### src/rtl/load_use_scoreboard.sv
// -----------------------------------------------------------------------------
// load_use_scoreboard
//
// Load-use hazard unit for the pipelined RISC-V core. It sits beside the ID
// stage and remembers which loads left ID/EX during the last LOAD_LAT-1 cycles,
// because their results are not forwardable yet. While the instruction in
// IF/ID reads one of those destinations, the unit stalls the PC and IF/ID and
// injects a bubble into ID/EX. A taken branch (flush) always wins over a stall.
//
// Optional feature macro: HAZARD_STATS_EN
//   defined   -> stall_total / load_total are saturating statistics counters
//   undefined -> both outputs are tied to zero and no counter flops exist
//
// Parameters
//   REG_ADDR_W  register-index width
//   LOAD_LAT    cycles from a load leaving ID/EX until its result is
//               forwardable (>=1, 1 = classic load-use, max 8 for pending_cnt)
//   CNT_W       statistics counter width
//
// Ports
//   clk             core clock, all state on the rising edge
//   rst             synchronous reset, active-low (0 = reset)
//   if_id_valid     IF/ID holds a live instruction
//   if_id_rs1/rs2   IF/ID source registers
//   if_id_use_rs1/2 instruction actually reads rs1 / rs2
//   id_ex_valid     ID/EX holds a live instruction
//   id_ex_mem_read  ID/EX instruction is a load
//   id_ex_rd        ID/EX destination register
//   flush           taken branch/jump kills IF/ID this cycle
//   stall           hazard stall request (combinational)
//   pc_write        PC write enable
//   if_id_write     IF/ID write enable
//   id_ex_bubble    zero the ID/EX controls on the next edge
//   pending_cnt     number of valid pending loads, registered
//   stall_total     stall cycles since reset
//   load_total      loads tracked since reset
// -----------------------------------------------------------------------------
module load_use_scoreboard #(
  parameter int REG_ADDR_W = 5,
  parameter int LOAD_LAT   = 2,
  parameter int CNT_W      = 32
) (
  input  logic                  clk,
  input  logic                  rst,
  input  logic                  if_id_valid,
  input  logic [REG_ADDR_W-1:0] if_id_rs1,
  input  logic [REG_ADDR_W-1:0] if_id_rs2,
  input  logic                  if_id_use_rs1,
  input  logic                  if_id_use_rs2,
  input  logic                  id_ex_valid,
  input  logic                  id_ex_mem_read,
  input  logic [REG_ADDR_W-1:0] id_ex_rd,
  input  logic                  flush,
  output logic                  stall,
  output logic                  pc_write,
  output logic                  if_id_write,
  output logic                  id_ex_bubble,
  output logic [2:0]            pending_cnt,
  output logic [CNT_W-1:0]      stall_total,
  output logic [CNT_W-1:0]      load_total
);

  // A load writing x0 is never tracked: x0 cannot carry a dependency.
  logic loadInEx;
  logic pendHit1;
  logic pendHit2;
  logic match1;
  logic match2;
  logic hazard;

  assign loadInEx = id_ex_valid & id_ex_mem_read & (id_ex_rd != '0);

  generate
    if (LOAD_LAT > 1) begin : gPend
      localparam int DEPTH = LOAD_LAT - 1;

      // Entry k holds the load that left ID/EX k+1 edges ago. No back-pressure:
      // the shift happens every cycle and the oldest entry simply falls off.
      logic [DEPTH-1:0]      pendV;
      logic [REG_ADDR_W-1:0] pendRd [DEPTH];
      logic [DEPTH-1:0]      nextV;
      logic [2:0]            nextCnt;

      always_comb begin
        nextV    = '0;
        nextV[0] = loadInEx;
        for (int k = 1; k < DEPTH; k++) begin
          nextV[k] = pendV[k-1];
        end
        nextCnt = '0;
        for (int k = 0; k < DEPTH; k++) begin
          nextCnt = nextCnt + {2'b00, nextV[k]};
        end
      end

      always_comb begin
        pendHit1 = 1'b0;
        pendHit2 = 1'b0;
        for (int k = 0; k < DEPTH; k++) begin
          if (pendV[k] && (pendRd[k] == if_id_rs1)) pendHit1 = 1'b1;
          if (pendV[k] && (pendRd[k] == if_id_rs2)) pendHit2 = 1'b1;
        end
      end

      // Flush deliberately leaves the array alone: loads already past ID/EX
      // are older than the branch and still write back.
      always_ff @(posedge clk) begin
        if (!rst) begin
          pendV       <= '0;
          pending_cnt <= '0;
        end else begin
          pendV       <= nextV;
          pending_cnt <= nextCnt;
        end
        pendRd[0] <= id_ex_rd;
        for (int k = 1; k < DEPTH; k++) begin
          pendRd[k] <= pendRd[k-1];
        end
      end
    end else begin : gNoPend
      assign pendHit1    = 1'b0;
      assign pendHit2    = 1'b0;
      assign pending_cnt = '0;
    end
  endgenerate

  // The load still sitting in ID/EX counts as well; that is the classic
  // one-cycle load-use case.
  assign match1 = (if_id_rs1 != '0) & ((loadInEx & (id_ex_rd == if_id_rs1)) | pendHit1);
  assign match2 = (if_id_rs2 != '0) & ((loadInEx & (id_ex_rd == if_id_rs2)) | pendHit2);
  assign hazard = if_id_valid & ((if_id_use_rs1 & match1) | (if_id_use_rs2 & match2));

  // During reset the pipeline is frozen and ID/EX is kept empty.
  assign stall        = rst & hazard & ~flush;
  assign pc_write     = rst & ~stall;
  assign if_id_write  = rst & ~stall;
  assign id_ex_bubble = ~rst | stall | flush;

`ifdef HAZARD_STATS_EN
  always_ff @(posedge clk) begin
    if (!rst) begin
      stall_total <= '0;
      load_total  <= '0;
    end else begin
      if (stall && (stall_total != '1)) stall_total <= stall_total + CNT_W'(1);
      if (loadInEx && (load_total != '1)) load_total <= load_total + CNT_W'(1);
    end
  end
`else
  assign stall_total = '0;
  assign load_total  = '0;
`endif

endmodule

### config.mk
export PLATFORM = sky130hd
export DESIGN_NAME = load_use_scoreboard
export DESIGN_NICKNAME = d
export VERILOG_FILES = /design/src/rtl/load_use_scoreboard.sv
export SDC_FILE = /design/constraint.sdc
export NUM_CORES = 1
export LEC_CHECK = 0
export CORE_UTILIZATION = 33
export CTS_BUF_LIST = sky130_fd_sc_hd__clkbuf_8
export CTS_CLUSTER_DIAMETER = 100
export DETAILED_ROUTE_END_ITERATION = 10
export PLACE_DENSITY = 0.95
export REMOVE_ABC_BUFFERS = 1
export SYNTH_ARGS = -nofsm -noshare
export SYNTH_HDL_FRONTEND = slang
export SYNTH_SLANG_ARGS = --single-unit
### constraint.sdc
create_clock -name clk -period 5.93 [get_ports clk]
set_input_delay 1.186 -clock clk [delete_from_list [all_inputs] [get_ports clk]]
set_output_delay 1.186 -clock clk [all_outputs]
set_load 0.05 [all_outputs]
==> results of run 1 <==
## worst max-delay path, cell delays in order
cell,delay (ps)
clkdlybuf4s50_1,550
or4_1,160
o211ai_2,90
or4_1,580
a2111oi_1,410
nor3_1,120
clkdlybuf4s50_1,720
## synthesized netlist by cell type
cell type	n
o21ai_0	2
nor4_1	2
a2111oi_1	1
o211ai_2	1
nor2_1	1
nand3b_1	1
xor2_1	12
a2111oi_0	1
dfxtp_1	6
xnor2_1	8
nand2b_1	1
a21oi_1	1
a211o_1	2
buf_4	68
conb_1	1
nor3_1	1
nand3_1	4
or4_1	5
inv_1	2
## final timing paths
kind | from | to | slack (ps) | cells after the start
max | id_ex_rd[3] | pc_write | 920 | 7
min | id_ex_rd[1] | gPend.pendRd[0][1] | 1520 | 1
## power by group through the flow
stage          Clock, uW  Sequential (uW)  Combinational (uW)
2_1_floorplan          0             45.8                 108
3_3_place_gp           0             44.9                 132
3_5_place_dp           0             45.1                 133
4_1_cts             63.4             44.5                 133
5_1_grt             65.7             44.7                 140
6_report            61.9             44.5                 134
## final cells by class
class	instances	area, sq um	share of cell area, %
sequential	6	120.1	11.36
clock buffer	3	41.29	3.905
multi-input combinational	109	579.3	54.79
inverter	2	7.507	0.7101
tap	31	38.79	3.669
timing repair buffer	27	270.3	25.56
## kinds of logic (layout without fill, tap and decap cells)
| kind of cell | after synthesis | count (layout) |
|---|---|---|
| compound gates | 8 | 8 |
| xor+xnor | 20 | 20 |
| buf+inv | 70 | 32 |
| flops | 6 | 6 |
| other cells | 1 | 66 |
| simple gates | 15 | 15 |
## layer usage
| metal | GRT usage [%] | share of wire, % | vias up |
|---|---|---|---|
| li1 | - | - | 315 |
| met1 | 10.01 | 36 | 298 |
| met2 | 17.69 | 54 | 53 |
| met3 | 0.6912 | 7.0 | 3 |
| met4 | 7.317 | 2.2 | 0 |
| met5 | 0 | 0 | - |
## sequential cells by signal, summed over array words and instances, names as in the netlist
name / cells
gPend.pendV: 1
gPend.pendRd: 5
## per-stage QoR
stage	std cells	util, %
after floorplan	117	-
after global placement	175	36.53
after detailed placement	175	36.53
after CTS	178	38.01
after global routing	178	38.01
final	178	38.01
## cells in the final DEF (no fill, tap or decap)
cell and count:
xor2_1 12, nor3_1 1, o211ai_2 1, a2111oi_0 1, dfxtp_1 6, a211o_1 2, conb_1 66, clkbuf_8 3
o21ai_0 2, nand2b_1 1, a21oi_1 1, or4_1 5, nand3_1 4, nor2_1 1, inv_1 2, nand3b_1 1
clkdlybuf4s50_1 27, nor4_1 2, xnor2_1 8, a2111oi_1 1
==> results.py, run 1 <==
metrics = {
    "status": {
        "outcome": "completed",
    },
    "placed_design": {
        "pre_cts_ws_ps": 901.5,
        "io_buffers": 27,
        "dp_hpwl_microns": 1412,
        "placed_area_sq_um": 1016,
        "gp_congestion": 0.8155,
    },
    "clock_network": {
        "root_buffer": "clkbuf_8",
        "postCtsSetupRepairBufs": 0,
        "clk_path_buf_depth": 2,
        "clock-sinks": 6,
        "cts-resized-gates": 0,
        "tritoncts": "yes",
        "cts.clk_slew.worst_paths_ps": 40,
        "numCtsBuffers": 3,
        "cts_hold_buf": 0,
        "htree_levels": 1,
    },
    "yosys": {
        "synth_mux_area_share_pct": 0,
        "synth_top_family_by_area": "buffers and inverters",
        "ys_warn_count": 0,
        "synth-simple-area-share_pct": 9.512,
        "synth_top_area_cell": "buf_4",
        "synth_top_area_share_pct": 52.44,
        "synth_compound_area_share_pct": 6.555,
        "synth_area_leaders": "buf_4, dfxtp_1, xor2_1",
        "syn_inst": 120,
        "ys_seq_elements": 6,
        "synth_fa_ha_area_share_pct": 0,
        "ys_types": 19,
        "avgSynthCellArea_sq_um": 8.112,
        "synth-seq-area-share_pct": 12.34,
        "synthXorXnorAreaFrac_pct": 17.99,
        "netlist_area_sq_um": 973.4,
    },
    "grt": {
        "grt_pass1_vias": 552,
        "antenna_found_initial": 0,
        "overflow": 0,
        "grt_use_total_pct": 9.595,
        "grt_max_degree": 5,
        "grt_first_pass_wirelength_microns": 2290,
    },
    "sta": {
        "slew_headroom_pct": 66.07,
        "finalCriticalPeriod_ps": 5012,
        "clock.fmax_mhz": 199.5,
        "rsz0062_at_grt": "no",
        "fin_setup_tns_ps": 0,
        "min_period_over_period_pct": 84.53,
        "layout_setup_ws_ps": 917.5,
        "setup_viol": 0,
        "timing.hold.ws_ps": 1522,
        "tightest_slew_ps": 507.4,
        "hold_violations": 0,
        "slew_violations": 0,
    },
    "power_and_ir_drop": {
        "p_total_uw": 240.2,
        "pwr-share-comb_pct": 55.7,
        "switching_share_pct": 54.14,
        "internal_power_uw": 110.1,
        "sequentialPowerShare_pct": 18.5,
        "p_clk_share_pct": 25.8,
        "leakage_uw": 0.0004936,
        "p_per_area_nw_per_um2": 227.1,
        "switching_power_uw": 130.0,
        "ir_drop_uv": 129.8,
    },
    "die": {
        "rows": 19,
        "io_pins": 94,
        "die-area_sq_um": 3171,
        "die_x_microns": 56.31,
        "die_h_microns": 56.31,
        "initial_utilization_pct": 35.00,
        "coreArea_sq_um": 2781,
    },
    "layout": {
        "antenna_cells": 0,
        "nets": 172,
        "layout-drive-gt1-share_pct": 2.721,
        "area_delta_synth_final_pct": 8.611,
        "final_area_sq_um": 1057,
        "filler_cell_count": 302,
    },
    "critical_path": {
        "crit_type": "in2out",
        "start_kind": "input port",
        "cp_max_fo": 4,
        "end_kind": "output port",
        "cp.required_ps": 4740,
        "crit_arrival_ps": 3830,
    },
    "detailed_routing": {
        "drt_first_pass_iters": 2,
        "first_iter_violations": 3,
        "postRouteAntennaNets": 0,
        "wl_per_cell_microns": 8.781,
        "totalWireLength_microns": 1563,
        "vias": 669,
        "vias_per_cell": 3.758,
        "drc": 0,
    },
    "min_path": {
        "min_path_type": "in2reg",
    },
    "run": {
        "max-cap-violations": 0,
    },
}
Note: power is estimated with default switching activity, not from simulation.
==> inputs of run 2 (changes only) <==
--- a/config.mk
+++ b/config.mk
@@ -5,11 +5,11 @@
 export SDC_FILE = /design/constraint.sdc
 export NUM_CORES = 1
 export LEC_CHECK = 0
-export CORE_UTILIZATION = 33
+export CORE_UTILIZATION = 28
 export CTS_BUF_LIST = sky130_fd_sc_hd__clkbuf_8
 export CTS_CLUSTER_DIAMETER = 100
 export DETAILED_ROUTE_END_ITERATION = 10
-export PLACE_DENSITY = 0.95
+export PLACE_DENSITY = 0.9
 export REMOVE_ABC_BUFFERS = 1
 export SYNTH_ARGS = -nofsm -noshare
 export SYNTH_HDL_FRONTEND = slang
==> constraint.sdc (replaced) <==
create_clock -name clk -period 4.6 [get_ports clk]
set_input_delay 0.92 -clock clk [delete_from_list [all_inputs] [get_ports clk]]
set_output_delay 0.92 -clock clk [all_outputs]
set_load 0.05 [all_outputs]
==> results.py, run 2 (synthesized netlist as in run 1, its figures left out) <==
metrics = {
    "placed_design": {
        "dp_hpwl_microns": 1405,
        "placed_area_sq_um": 1025,
        "pre_cts_ws_ps": 623.8,
        "gp_congestion": 0.8471,
        "place_inst": 190,
        "io_buffers": 27,
    },
    "layout": {
        "final_area_sq_um": 1066,
        "antenna_cells": 0,
        "nets": 172,
        "filler_cell_count": 353,
        "top_regs": "gPend.pendRd (5), gPend.pendV (1)",
        "multi_input_area_sq_um": 579.3,
        "area_delta_synth_final_pct": 9.511,
        "top_register": "gPend.pendRd",
        "register_area_sq_um": 120.1,
        "final_cell_mix": "conb_1, clkdlybuf4s50_1, xor2_1",
        "layout-drive-gt1-share_pct": 5.442,
        "largest_reg_flops": 5,
        "fin_cells": 193,
        "layout_commonest_cell": "conb_1",
        "post-route-util_pct": 31.95,
    },
    "critical_path": {
        "crit_type": "in2out",
        "start_kind": "input port",
        "cp.required_ps": 3680,
        "crit_arrival_ps": 3060,
        "cp_max_fo": 4,
        "end_kind": "output port",
    },
    "sta": {
        "slew_violations": 0,
        "tightest_slew_ps": 510.0,
        "rsz0062_at_grt": "no",
        "min_period_over_period_pct": 86.60,
        "finalCriticalPeriod_ps": 3984,
        "clock.fmax_mhz": 251.0,
        "layout_setup_ws_ps": 616.4,
        "setup_viol": 0,
        "hold_violations": 0,
        "slew_headroom_pct": 65.89,
        "timing.hold.ws_ps": 1258,
    },
    "status": {
        "outcome": "completed",
    },
    "die": {
        "coreArea_sq_um": 3337,
        "rows": 21,
        "initial_utilization_pct": 29.17,
        "die_h_microns": 60.96,
        "die-area_sq_um": 3716,
        "io_pins": 94,
        "die_x_microns": 60.96,
    },
    "min_path": {
        "holdPathStages": 1,
        "min_path_type": "in2reg",
    },
    "clock_network": {
        "clock-sinks": 6,
        "postCtsSetupRepairBufs": 0,
        "cts_hold_buf": 0,
        "root_buffer": "clkbuf_8",
        "numCtsBuffers": 3,
        "htree_levels": 1,
        "tritoncts": "yes",
        "clk_path_buf_depth": 2,
        "cts-resized-gates": 0,
        "cts.clk_slew.worst_paths_ps": 30,
    },
    "grt": {
        "grt_first_pass_wirelength_microns": 2435,
        "overflow": 0,
        "grt_pass1_vias": 552,
        "antenna_found_initial": 0,
        "grt_use_total_pct": 9.383,
        "grt_max_degree": 5,
    },
    "detailed_routing": {
        "drt_first_pass_iters": 6,
        "postRouteAntennaNets": 0,
        "first_iter_violations": 11,
        "vias_per_cell": 3.565,
        "totalWireLength_microns": 1616,
        "vias": 688,
        "wl_per_cell_microns": 8.373,
        "drc": 0,
    },
    "power_and_ir_drop": {
        "leakage_uw": 0.0004978,
        "p_per_area_nw_per_um2": 292.4,
        "ir_drop_uv": 137.1,
    },
    "run": {
        "max-cap-violations": 0,
    },
}
-- run 2: layout make-up --
class | instances | area share [%]
multi-input cells | 109 | 54.34
clock buffers | 3 | 3.873
well taps | 46 | 5.399
repair buffers | 27 | 24.41
inverters | 2 | 0.7042
flip-flops and latches | 6 | 11.27
-- run 2: path summary, 6_finish.rpt --
check | slack, ps | to | startpoint
min | 1260 | gPend.pendRd[0][3] | id_ex_rd[3]
max | 620 | pc_write | id_ex_rd[4]
-- run 2: worst max-delay path, stage by stage --
cell	delay [ps]
clkdlybuf4s50_1	550
or4_1	160
o211ai_2	90
or4_1	580
a2111oi_1	420
nor3_1	120
buf_4	210
-- run 2: routing by layer --
layer / vias to the layer above / routed length (microns) / track usage, %
met5: - / 0 / 0
met4: 0 / 23 / 5.844
met3: 4 / 143 / 2.132
met2: 61 / 951 / 18.84
met1: 309 / 498 / 8.270
li1: 314 / - / -
-- run 2: report_power, final --
group | switching [uW] | total (uW) | internal [uW]
registers | 2.21 | 57.3 | 55.1
logic | 142 | 172 | 30.1
clock network | 25.7 | 82.2 | 56.5
total | 170 | 312 | 142
-- run 2: stage by stage --
step,setup TNS (ps),power (uW)
4_1_cts,0,312.7
6_report,0,311.7
2_1_floorplan,-443.4,197.8
3_3_place_gp,0,228.1
3_5_place_dp,0,229.4
5_1_grt,0,325.2
